`config.mk`:
```
export PLATFORM = sky130hd
export DESIGN_NAME = change_dispenser
export DESIGN_NICKNAME = d
export VERILOG_FILES = /design/src/rtl/change_dispenser_pkg.sv /design/src/rtl/change_dispenser_req_fifo.sv /design/src/rtl/change_dispenser.sv
export SDC_FILE = /design/constraint.sdc
export NUM_CORES = 1
export LEC_CHECK = 0
export ABC_AREA = 1
export CAP_MARGIN = 40
export CORE_MARGIN = 2
export CORE_UTILIZATION = 55
export CTS_CLUSTER_DIAMETER = 60
export DETAILED_ROUTE_END_ITERATION = 16
export GPL_ROUTABILITY_DRIVEN = 0
export PLACE_DENSITY = 0.92
export SYNTH_ARGS = -nofsm -noshare
export SYNTH_HDL_FRONTEND = slang
export SYNTH_HIERARCHICAL = 1
export SYNTH_SLANG_ARGS = --single-unit
```
`constraint.sdc`:
```
create_clock -name clk -period 4.4 [get_ports clk]
set_clock_uncertainty 0.2 [all_clocks]
set_input_delay 0.66 -clock clk [delete_from_list [all_inputs] [get_ports clk]]
set_output_delay 0.66 -clock clk [all_outputs]
set_load 0.02 [all_outputs]
```
`src/rtl/change_dispenser_pkg.sv`:
```
// Shared definitions for the change dispenser and the upstream vending FSM.
// Holds the dispenser state encoding, the change codes and the request entry layout.
package change_dispenser_pkg;

  localparam int unsigned REQ_W = 3;

  // Change codes driven by the vending FSM on change[1:0]
  localparam logic [1:0] CHG_NONE = 2'b00;
  localparam logic [1:0] CHG_1    = 2'b01;
  localparam logic [1:0] CHG_2    = 2'b10;
  localparam logic [1:0] CHG_3    = 2'b11;

  typedef enum logic [1:0] {
    IDLE     = 2'd0,
    VEND     = 2'd1,
    HOP_ON   = 2'd2,
    HOP_WAIT = 2'd3
  } state_e;

  // One queued dispense request
  typedef struct packed {
    logic       vend;
    logic [1:0] chg;
  } req_t;

  // Number of 1 Rs coins owed for a change code
  function automatic logic [1:0] chg_to_coins(input logic [1:0] chg);
    logic [1:0] coins;
    coins = 2'd0;
    case (chg)
      CHG_1:   coins = 2'd1;
      CHG_2:   coins = 2'd2;
      CHG_3:   coins = 2'd3;
      default: coins = 2'd0;
    endcase
    return coins;
  endfunction

endpackage

```
`src/rtl/change_dispenser_req_fifo.sv`:
```
// req_fifo: small synchronous FIFO for dispense requests.
// Ports: clk, rst (async, active-high); push/wdata write side; pop/rdata read side
// (rdata is the head entry, valid while not empty); full/empty are registered flags;
// empty_nxt_c is the combinational value empty will take at the next edge.
// A push while full is accepted only if a pop happens in the same cycle.
module req_fifo #(
  parameter int unsigned DEPTH = 4,
  parameter int unsigned WIDTH = 3
) (
  input  logic             clk,
  input  logic             rst,
  input  logic             push,
  input  logic [WIDTH-1:0] wdata,
  input  logic             pop,
  output logic [WIDTH-1:0] rdata,
  output logic             full,
  output logic             empty,
  output logic             empty_nxt_c
);

  localparam int unsigned AW = $clog2(DEPTH);
  localparam int unsigned PW = AW + 1;

  logic [WIDTH-1:0] mem [DEPTH];
  logic [PW-1:0]    wr_ptr;
  logic [PW-1:0]    rd_ptr;
  logic [PW-1:0]    wr_nxt;
  logic [PW-1:0]    rd_nxt;
  logic             wr_en;
  logic             rd_en;

  assign rd_en = pop && !empty;
  assign wr_en = push && (!full || rd_en);

  // Next pointers; the top bit is the wrap flag that separates full from empty
  always_comb begin
    wr_nxt = wr_ptr + PW'(wr_en);
    rd_nxt = rd_ptr + PW'(rd_en);
  end

  assign empty_nxt_c = (wr_nxt == rd_nxt);

  always_ff @(posedge clk or posedge rst) begin
    if (rst) begin
      wr_ptr <= '0;
      rd_ptr <= '0;
      full   <= 1'b0;
      empty  <= 1'b1;
    end else begin
      wr_ptr <= wr_nxt;
      rd_ptr <= rd_nxt;
      empty  <= (wr_nxt == rd_nxt);
      full   <= (wr_nxt[AW] != rd_nxt[AW]) && (wr_nxt[AW-1:0] == rd_nxt[AW-1:0]);
    end
  end

  // Storage needs no reset: pointers define validity
  always_ff @(posedge clk) begin
    if (wr_en) mem[wr_ptr[AW-1:0]] <= wdata;
  end

  assign rdata = mem[rd_ptr[AW-1:0]];

endmodule

```
`src/rtl/change_dispenser.sv`:
```
// change_dispenser: queues vend/refund pulses from the vending FSM and drives the
// product solenoid and coin hopper, one request at a time in arrival order.
// Ports: clk, rst (async, active-high); vend_req, change_req[1:0] request pulses;
// coin_sense hopper exit pulse; solenoid, hopper_en actuators; busy, fifo_full status;
// err_jam, err_ovf sticky errors; coins_paid[15:0] confirmed coin count.
// Build option: define COIN_COUNTER_EN to implement coins_paid; otherwise it reads 0.
module change_dispenser
  import change_dispenser_pkg::*;
#(
  parameter int unsigned DEPTH       = 4,
  parameter int unsigned VEND_CYCLES = 8,
  parameter int unsigned HOP_CYCLES  = 4,
  parameter int unsigned TIMEOUT     = 32
) (
  input  logic        clk,
  input  logic        rst,
  input  logic        vend_req,
  input  logic [1:0]  change_req,
  input  logic        coin_sense,
  output logic        solenoid,
  output logic        hopper_en,
  output logic        busy,
  output logic        fifo_full,
  output logic        err_jam,
  output logic        err_ovf,
  output logic [15:0] coins_paid
);

  localparam int unsigned MAX_VH = (VEND_CYCLES > HOP_CYCLES) ? VEND_CYCLES : HOP_CYCLES;
  localparam int unsigned MAX_P  = (MAX_VH > TIMEOUT) ? MAX_VH : TIMEOUT;
  localparam int unsigned TW     = $clog2(MAX_P) + 1;

  state_e        state;
  logic          loaded;
  logic          vend_r;
  logic [1:0]    coins_left;
  logic          coin_seen;
  logic [TW-1:0] timer;

  req_t wreq;
  req_t rreq;
  logic fifo_empty;
  logic fifo_empty_nxt;
  logic push_c;
  logic pop_c;
  logic ovf_c;

  assign wreq   = '{vend: vend_req, chg: change_req};
  assign push_c = vend_req || (change_req != CHG_NONE);
  // Pop only from IDLE with nothing already loaded in the working registers
  assign pop_c  = (state == IDLE) && !loaded && !fifo_empty;
  assign ovf_c  = push_c && fifo_full && !pop_c;

  req_fifo #(
    .DEPTH (DEPTH),
    .WIDTH (REQ_W)
  ) u_req_fifo (
    .clk         (clk),
    .rst         (rst),
    .push        (push_c),
    .wdata       (wreq),
    .pop         (pop_c),
    .rdata       (rreq),
    .full        (fifo_full),
    .empty       (fifo_empty),
    .empty_nxt_c (fifo_empty_nxt)
  );

  // Sequencer: load, vend, then one HOP_ON/HOP_WAIT pair per coin
  always_ff @(posedge clk or posedge rst) begin
    if (rst) begin
      state      <= IDLE;
      loaded     <= 1'b0;
      vend_r     <= 1'b0;
      coins_left <= 2'd0;
      coin_seen  <= 1'b0;
      timer      <= '0;
      solenoid   <= 1'b0;
      hopper_en  <= 1'b0;
      busy       <= 1'b0;
      err_jam    <= 1'b0;
      err_ovf    <= 1'b0;
    end else begin
      busy <= 1'b1;
      if (ovf_c) err_ovf <= 1'b1;

      case (state)
        IDLE: begin
          timer     <= '0;
          coin_seen <= 1'b0;
          if (loaded) begin
            loaded <= 1'b0;
            if (vend_r) begin
              state    <= VEND;
              solenoid <= 1'b1;
            end else if (coins_left != 2'd0) begin
              state     <= HOP_ON;
              hopper_en <= 1'b1;
            end else begin
              busy <= !fifo_empty_nxt;
            end
          end else if (pop_c) begin
            loaded     <= 1'b1;
            vend_r     <= rreq.vend;
            coins_left <= chg_to_coins(rreq.chg);
          end else begin
            busy <= !fifo_empty_nxt;
          end
        end

        VEND: begin
          if (timer == TW'(VEND_CYCLES - 1)) begin
            timer    <= '0;
            solenoid <= 1'b0;
            if (coins_left != 2'd0) begin
              state     <= HOP_ON;
              hopper_en <= 1'b1;
            end else begin
              state <= IDLE;
              busy  <= !fifo_empty_nxt;
            end
          end else begin
            timer <= timer + TW'(1);
          end
        end

        HOP_ON: begin
          // An early sense is held and honoured on the first HOP_WAIT cycle
          if (coin_sense) coin_seen <= 1'b1;
          if (timer == TW'(HOP_CYCLES - 1)) begin
            timer     <= '0;
            hopper_en <= 1'b0;
            state     <= HOP_WAIT;
          end else begin
            timer <= timer + TW'(1);
          end
        end

        HOP_WAIT: begin
          if (coin_seen) begin
            // Consuming the coin wins over any pulse in this cycle
            coin_seen  <= 1'b0;
            timer      <= '0;
            coins_left <= coins_left - 2'd1;
            if (coins_left > 2'd1) begin
              state     <= HOP_ON;
              hopper_en <= 1'b1;
            end else begin
              state <= IDLE;
              busy  <= !fifo_empty_nxt;
            end
          end else if (timer == TW'(TIMEOUT - 1)) begin
            // Jam: abandon the rest of this refund, keep serving the queue
            err_jam    <= 1'b1;
            coins_left <= 2'd0;
            timer      <= '0;
            state      <= IDLE;
            busy       <= !fifo_empty_nxt;
          end else begin
            timer <= timer + TW'(1);
            if (coin_sense) coin_seen <= 1'b1;
          end
        end

        default: begin
          state <= IDLE;
        end
      endcase
    end
  end

`ifdef COIN_COUNTER_EN
  logic coin_take_c;

  assign coin_take_c = (state == HOP_WAIT) && coin_seen;

  // Saturating count of confirmed coins
  always_ff @(posedge clk or posedge rst) begin
    if (rst) begin
      coins_paid <= 16'd0;
    end else if (coin_take_c && (coins_paid != 16'hFFFF)) begin
      coins_paid <= coins_paid + 16'd1;
    end
  end
`else
  assign coins_paid = 16'd0;
`endif

endmodule

```
## After elaboration in Yosys (flattened, before gate mapping)

Memories as Yosys holds them, arrays and structs flattened.
Index checks and enable logic that the tools add are counted.

- Logic and storage cells: 124
- Memories: 1
- Input bits: 6
- Output and inout bits: 22
- RAM bits: 12
- Register bits: 26

Memory list:

| name | depth | bits a word | read ports | clocked after Yosys merged registers in | write ports | line | RTL |
|---|---|---|---|---|---|---|---|
| u_req_fifo.mem | 4 | 3 | 1 | 0 | 1 | change_dispenser_req_fifo.sv:24 | `logic [WIDTH-1:0] mem [DEPTH];` |

- $add $sub $neg: 4
- Magnitude comparators: 1
- Muxes and demuxes: 50
- Bitwise gates (word level): 2
- Reduce and logical (&&, ||, !) cells: 27
- Equality and inequality tests: 24

Operators with widths:

| cell | number |
|---|---|
| two-way mux 1 bit | 26 |
| two-way mux 2 bit | 12 |
| two-way mux 6 bit | 4 |
| one-hot mux 6 bit (4 select lines) | 1 |
| != test 2 bit (second input constant) | 10 |
| equality test 2 bit (second input constant) | 4 |
| one-hot mux 2 bit (4 select lines) | 1 |
| AND reduction 4 bit | 2 |
| nonzero test 2 bit | 4 |
| logical AND 1 bit | 7 |
| adder 3 x 1 -> 3 bit | 2 |
| adder 6 x 1 -> 6 bit (second input constant) | 1 |
| equality test 6 x 2 -> 1 bit (second input constant) | 1 |
| equality test 6 x 3 -> 1 bit (second input constant) | 1 |
| equality test 6 x 5 -> 1 bit (second input constant) | 1 |
| one-hot mux 1 bit (3 select lines) | 2 |
| one-hot mux 2 bit (3 select lines) | 1 |
| AND reduction 3 bit | 2 |
| AND reduction 6 bit | 1 |
| logical NOT 1 bit | 5 |
| AND reduction 5 bit | 1 |
| equality test 2 x 1 -> 1 bit (second input constant) | 2 |
| one-hot mux 1 bit (4 select lines) | 1 |
| one-hot mux 2 bit (2 select lines) | 1 |
| 13 further kinds | 15 |

## Logic depth before layout (Yosys ltp)

- Depth in word-level cells: 13
- Gate-level depth with buffers: 23
- Mapped depth without buffers: 23

## Hierarchy

Netlist, hierarchy kept.

Modules (own cells, without submodules):

| module | cells each | times used | area an instance (um^2) | seq. area each (um^2) |
|---|---|---|---|---|
| change_dispenser | 158 | 1 | 1,223.7 | 450.4 |
| req_fifo | 90 | 1 | 919.6 | 561.8 |

## Worst setup path before layout

OpenSTA, ideal clock, no wires.

- Kind: register to register
- From: register state[1]
- To: register busy
- Period minus slack after synthesis: 3,120 ps
- Data arrival time: 2,790 ps
- Cell stages (with the launch flop): 21
- Setup time: 131 ps
- Path buffers: 0
- Slack: 1,280 ps
- Required time: 4,069 ps
- Cell sequence: dfrtp_1 inv_1 ha_1 nand2_2 or2_4 inv_1 inv_1 or2_4 nand2_4 nand2_4 inv_2 ha_1 ha_1 xnor2_1 nand2_1 nor2_1 nand2_1 nand2_1 nand3_1 a21oi_1 nand3_1

- Longest elaborated chain between the ends: 13
- Elaborated cells on any way between the ends: 21
- Those cells by class: add/sub: 2; eq/ne: 3; mux: 9; reduce/logical: 7

Ends and longest elaborated chain:

| what | line | RTL |
|---|---|---|
| start, declared | change_dispenser.sv:33 | `state_e state;` |
| start signal, assigned | change_dispenser.sv:72 | `state <= IDLE;` |
| start signal, assigned | change_dispenser.sv:94 | `state <= VEND;` |
| start signal, assigned | change_dispenser.sv:97 | `state <= HOP_ON;` |
| logical NOT 2 bit * | change_dispenser.sv:51 | `assign pop_c = (state == IDLE) && !loaded && !fifo_empty;` |
| logical AND 1 bit * (2 in series) | change_dispenser.sv:51 |  |
| net pop_c | change_dispenser.sv:45 | `logic pop_c;` |
| logical AND 1 bit * | change_dispenser_req_fifo.sv:32 | `assign rd_en = pop && !empty;` |
| logical OR 1 bit * | change_dispenser_req_fifo.sv:33 | `assign wr_en = push && (!full \|\| rd_en);` |
| logical AND 1 bit * | change_dispenser_req_fifo.sv:33 |  |
| adder 3 x 1 -> 3 bit * | change_dispenser_req_fifo.sv:37 | `wr_nxt = wr_ptr + PW'(wr_en);` |
| net u_req_fifo.wr_nxt[1] | change_dispenser_req_fifo.sv:27 | `logic [PW-1:0] wr_nxt;` |
| equality test 3 bit * | change_dispenser_req_fifo.sv:41 | `assign empty_nxt_c = (wr_nxt == rd_nxt);` |
| net fifo_empty_nxt | change_dispenser.sv:43 | `logic fifo_empty_nxt;` |
| logical NOT 1 bit * | n/a |  |
| two-way mux 1 bit | change_dispenser.sv:96, change_dispenser.sv:115 |  |
| two-way mux 1 bit | change_dispenser.sv:93 | `if (vend_r) begin` |
| two-way mux 1 bit | change_dispenser.sv:91 | `if (loaded) begin` |
| one-hot mux 1 bit (3 select lines) * | change_dispenser.sv:87 | `case (state)` |
| end signal, assigned | change_dispenser.sv:100 | `busy <= !fifo_empty_nxt;` |
| end signal, assigned | change_dispenser.sv:107 | `busy <= !fifo_empty_nxt;` |
| end signal, assigned | change_dispenser.sv:120 | `busy <= !fifo_empty_nxt;` |
| end, declared | change_dispenser.sv:22 | `output logic busy,` |

The timed path passes the listed nets; every way through them passes the cells marked *.
A chain may end at the register's enable or synchronous reset.

## Worst setup path in the final report

Ends and elaborated chain as after synthesis.

==> impl_metrics.tcl <==
set metrics [dict create \
    status "finished, final reports clean" \
    dpl-instance-area_sq_um 2240 \
    final_layout_size_suffix_gt1_share_pct 9.81 \
    critical_path.endpoint_type "flop" \
    synth-seq-area-share_pct 47.2 \
    power_frac_comb_pct 49.6 \
    synth-edff-count 12 \
    dpl_worst_slack_ns 0.878 \
    drt-wirelength-per-cell_um 12.5 \
    worst-path-max-fanout 8 \
    grt_first_pass_wirelength_um 6680 \
    ys_types 32 \
    fin_tns_setup_ns 0 \
    postSynthRegisterBits 38 \
    timing.critical_path.cells "inv_1 > ha_1 > nand2_2 > or2_4 > inv_1 > inv_1 > or2_4 > nand2_4 > nand2_4 > inv_2 > ha_1 > ha_1 > xnor2_1 > nand2_1 > nor2_1 > a31oi_1 > nor3b_1 > nand3_1" \
    setup_slack_ns 0.853 \
    synth.cell_area_sq_um 2140 \
    first_global_vias 1524 \
    grt_antenna_before_repair 0 \
    flow.area_growth_from_synthesis_pct 8.70 \
    initial_core_util_pct 57.7 \
    path_class "reg2reg" \
    worst_slew_pin_slew_ns 0.706 \
    clock-sinks 38 \
    syn_avg_cell_area_sq_um 8.64 \
    synth-main-ff-cell "sky130_fd_sc_hd__dfrtp_1" \
    worst-endpoint-required_ns 4.37 \
    netlist_top_cells_area "sky130_fd_sc_hd__dfrtp_1, sky130_fd_sc_hd__edfxtp_1, sky130_fd_sc_hd__nand2_1" \
    report.final.hold_viol_count 0 \
    floorplan.die_area_sq_um 4410 \
    fin_crit_sh_pct 80.6 \
    data_arrival_time_at_the_worst_slack_endpoint_ns 3.52 \
    nNetsFinal 282 \
    root_buffer "sky130_fd_sc_hd__clkbuf_8" \
    power.share.switching_pct 44.0 \
    number_of_routed_nets_with_antenna_violations 0 \
    drc_errors 0 \
    design_power_total_mw 1.63 \
    tritoncts "yes" \
    rsz0062_at_grt "no" \
    detailedRoute.firstIterationViolations 110 \
    synthMostInstantiatedCell "sky130_fd_sc_hd__nand2_1" \
    pwr-share-seq_pct 36.1 \
    tritoncts.num_buffers 5 \
    worst_path_max_delay_cell "sky130_fd_sc_hd__dfrtp_1" \
    synth_area_leader_cell "sky130_fd_sc_hd__dfrtp_1" \
    grtUsageTotal_pct 21.0 \
    largest_net_degree_at_the_start_of_global_routing 19 \
    internal-power_mw 0.913 \
    timing.slew.headroom_pct 52.9 \
    drt_pass1_iterations 4 \
    netlist_instances 248 \
    route.detailed.vias_per_inst 5.09 \
    timing.fmax_mhz 282 \
    cts.reportedPaths.clkPinSlew_ns 0.08 \
    hold_slack_ns 0.258 \
    fp.dieW_um 66.4 \
    cts.hold.buffers_added 0 \
    n_antenna_cell 0 \
    num_vias 1592 \
    synth.top_cells.by_count "sky130_fd_sc_hd__nand2_1, sky130_fd_sc_hd__inv_1, sky130_fd_sc_hd__dfrtp_1" \
    p_leak_nw 1.16 \
    cap_violations 0 \
    report.final.slew_viol_count 0 \
    synth-async-reset-ratio_pct 68.4 \
    row_count 22 \
    wirelength_um 3920 \
    setup_viol_count_final 0 \
    io_pins 28 \
    synth_top_area_share_pct 29.2 \
    buffer_ports.inserted 11 \
    clock_power_share_pct 14.3 \
    timing.hold.worst.class "reg2reg" \
    cts-resized-gates 0 \
    yosysWarningCount 6 \
    postCtsSetupRepairBufs 0 \
    chipHeight_um 66.4 \
    clock_latency_late_sink_ns 0.30 \
    cp_slowest_stage_delay_ns 0.40 \
    timing.critical_path.from_type "flop" \
    max-vdd-ir-drop_mv 0.404 \
    placeableCoreArea_sq_um 3720 \
    htreeDepth 2 \
    grt_remaining_overflow 0 \
    power.net_switching_mw 0.719 \
    p_per_area_nw_per_um2 700 \
    final_design_area_no_fill_sq_um 2330 \
    post-route-min-period_ns 3.55 \
    clock_tree.buffer_depth 2 \
    detailed_place_hpwl_um 2930 \
]
[power groups by stage]
stage	combinational (mW)	clock (mW)	sequential, mW
detailed placement	0.795	0	0.595
CTS	0.802	0.235	0.588
global route	0.927	0.251	0.604
finish	0.810	0.233	0.589
floorplan	0.626	0	0.582
global placement	0.760	0	0.588
[path summary, 6_finish.rpt]
path                          start         endpoint  slack (ns)  cells past startpoint
hold reg to reg            timer[0]         timer[0]        0.26                      1
max in group asynchronous       rst    coins_left[1]        2.95                      2
setup reg to reg           state[1]             busy        0.85                     18
min in group asynchronous       rst  u_req_fifo/full        0.44                      2
setup / recovery           state[1]             busy        0.85                     18
hold / removal             timer[0]         timer[0]        0.26                      1
[metal layers]
metal  up-vias  share of wire (%)  GRT usage [%]
met2        69                 49           35.9
met3         5                6.7           5.11
met5         -                  0              0
li1        789                  -              -
met1       729                 42           24.7
met4         0                1.7           9.69
[state kept, by name, indices dropped and copies added, names as in the netlist, 2 cells and up]
name / flops
u_req_fifo/rd_ptr: 3
u_req_fifo/mem: 12
u_req_fifo/wr_ptr: 3
timer: 6
coins_left: 2
state: 2
[kinds of logic (layout without fill, tap and decap cells)]
family | count (synthesis) | in the layout | synth area share, %
and+or+nand+nor | 100 | 100 | 20.8
other | 1 | 16 | 0.175
AOI/OAI and AO/OA | 38 | 38 | 10.4
xor gates and xnor gates | 5 | 5 | 2.04
adders and majority gates | 12 | 12 | 7.01
buffers and inverters | 54 | 56 | 12.3
DFF | 38 | 38 | 47.2
[layout by cell type (no fill, tap or decap), types with 3 or more instances in the layout]
cell type                         count
sky130_fd_sc_hd__inv_1               35
sky130_fd_sc_hd__o21bai_1             3
sky130_fd_sc_hd__a21oi_1              8
sky130_fd_sc_hd__o211ai_1             3
sky130_fd_sc_hd__nand3_1             10
sky130_fd_sc_hd__nand2_2              3
sky130_fd_sc_hd__edfxtp_1            12
sky130_fd_sc_hd__conb_1              16
sky130_fd_sc_hd__xor2_1               3
sky130_fd_sc_hd__clkbuf_8             5
sky130_fd_sc_hd__nor2_1              16
sky130_fd_sc_hd__nand2_1             58
sky130_fd_sc_hd__clkdlybuf4s50_1     11
sky130_fd_sc_hd__o21ai_0             16
sky130_fd_sc_hd__ha_1                12
sky130_fd_sc_hd__nor2_2               5
sky130_fd_sc_hd__dfrtp_1             25
[metrics by stage]
step	instances	util (%)
floorplan	263	-
global placement	305	60.4
detailed placement	305	60.4
CTS	313	62.7
global route	313	62.7
finish	313	62.7
[critical path, delay by kind of cell, from the launching register on]
kind,cells,cell delay [ns]
adders and majority gates,3,0.75
DFF,1,0.40
buffers and inverters,4,0.34
and+or+nand+nor,9,1.42
xor gates and xnor gates,1,0.17
AOI/OAI and AO/OA,1,0.13
[layout make-up]
cell class	instances	area (sq um)
repair buffers	11	110
inverters	37	139
multi-input cells	171	923
fillers	305	1390
clock inverters	3	16.3
well taps	48	60.1
flip-flops and latches	38	1010
clock buffers	5	68.8
Power figures use the tool's default switching activity.
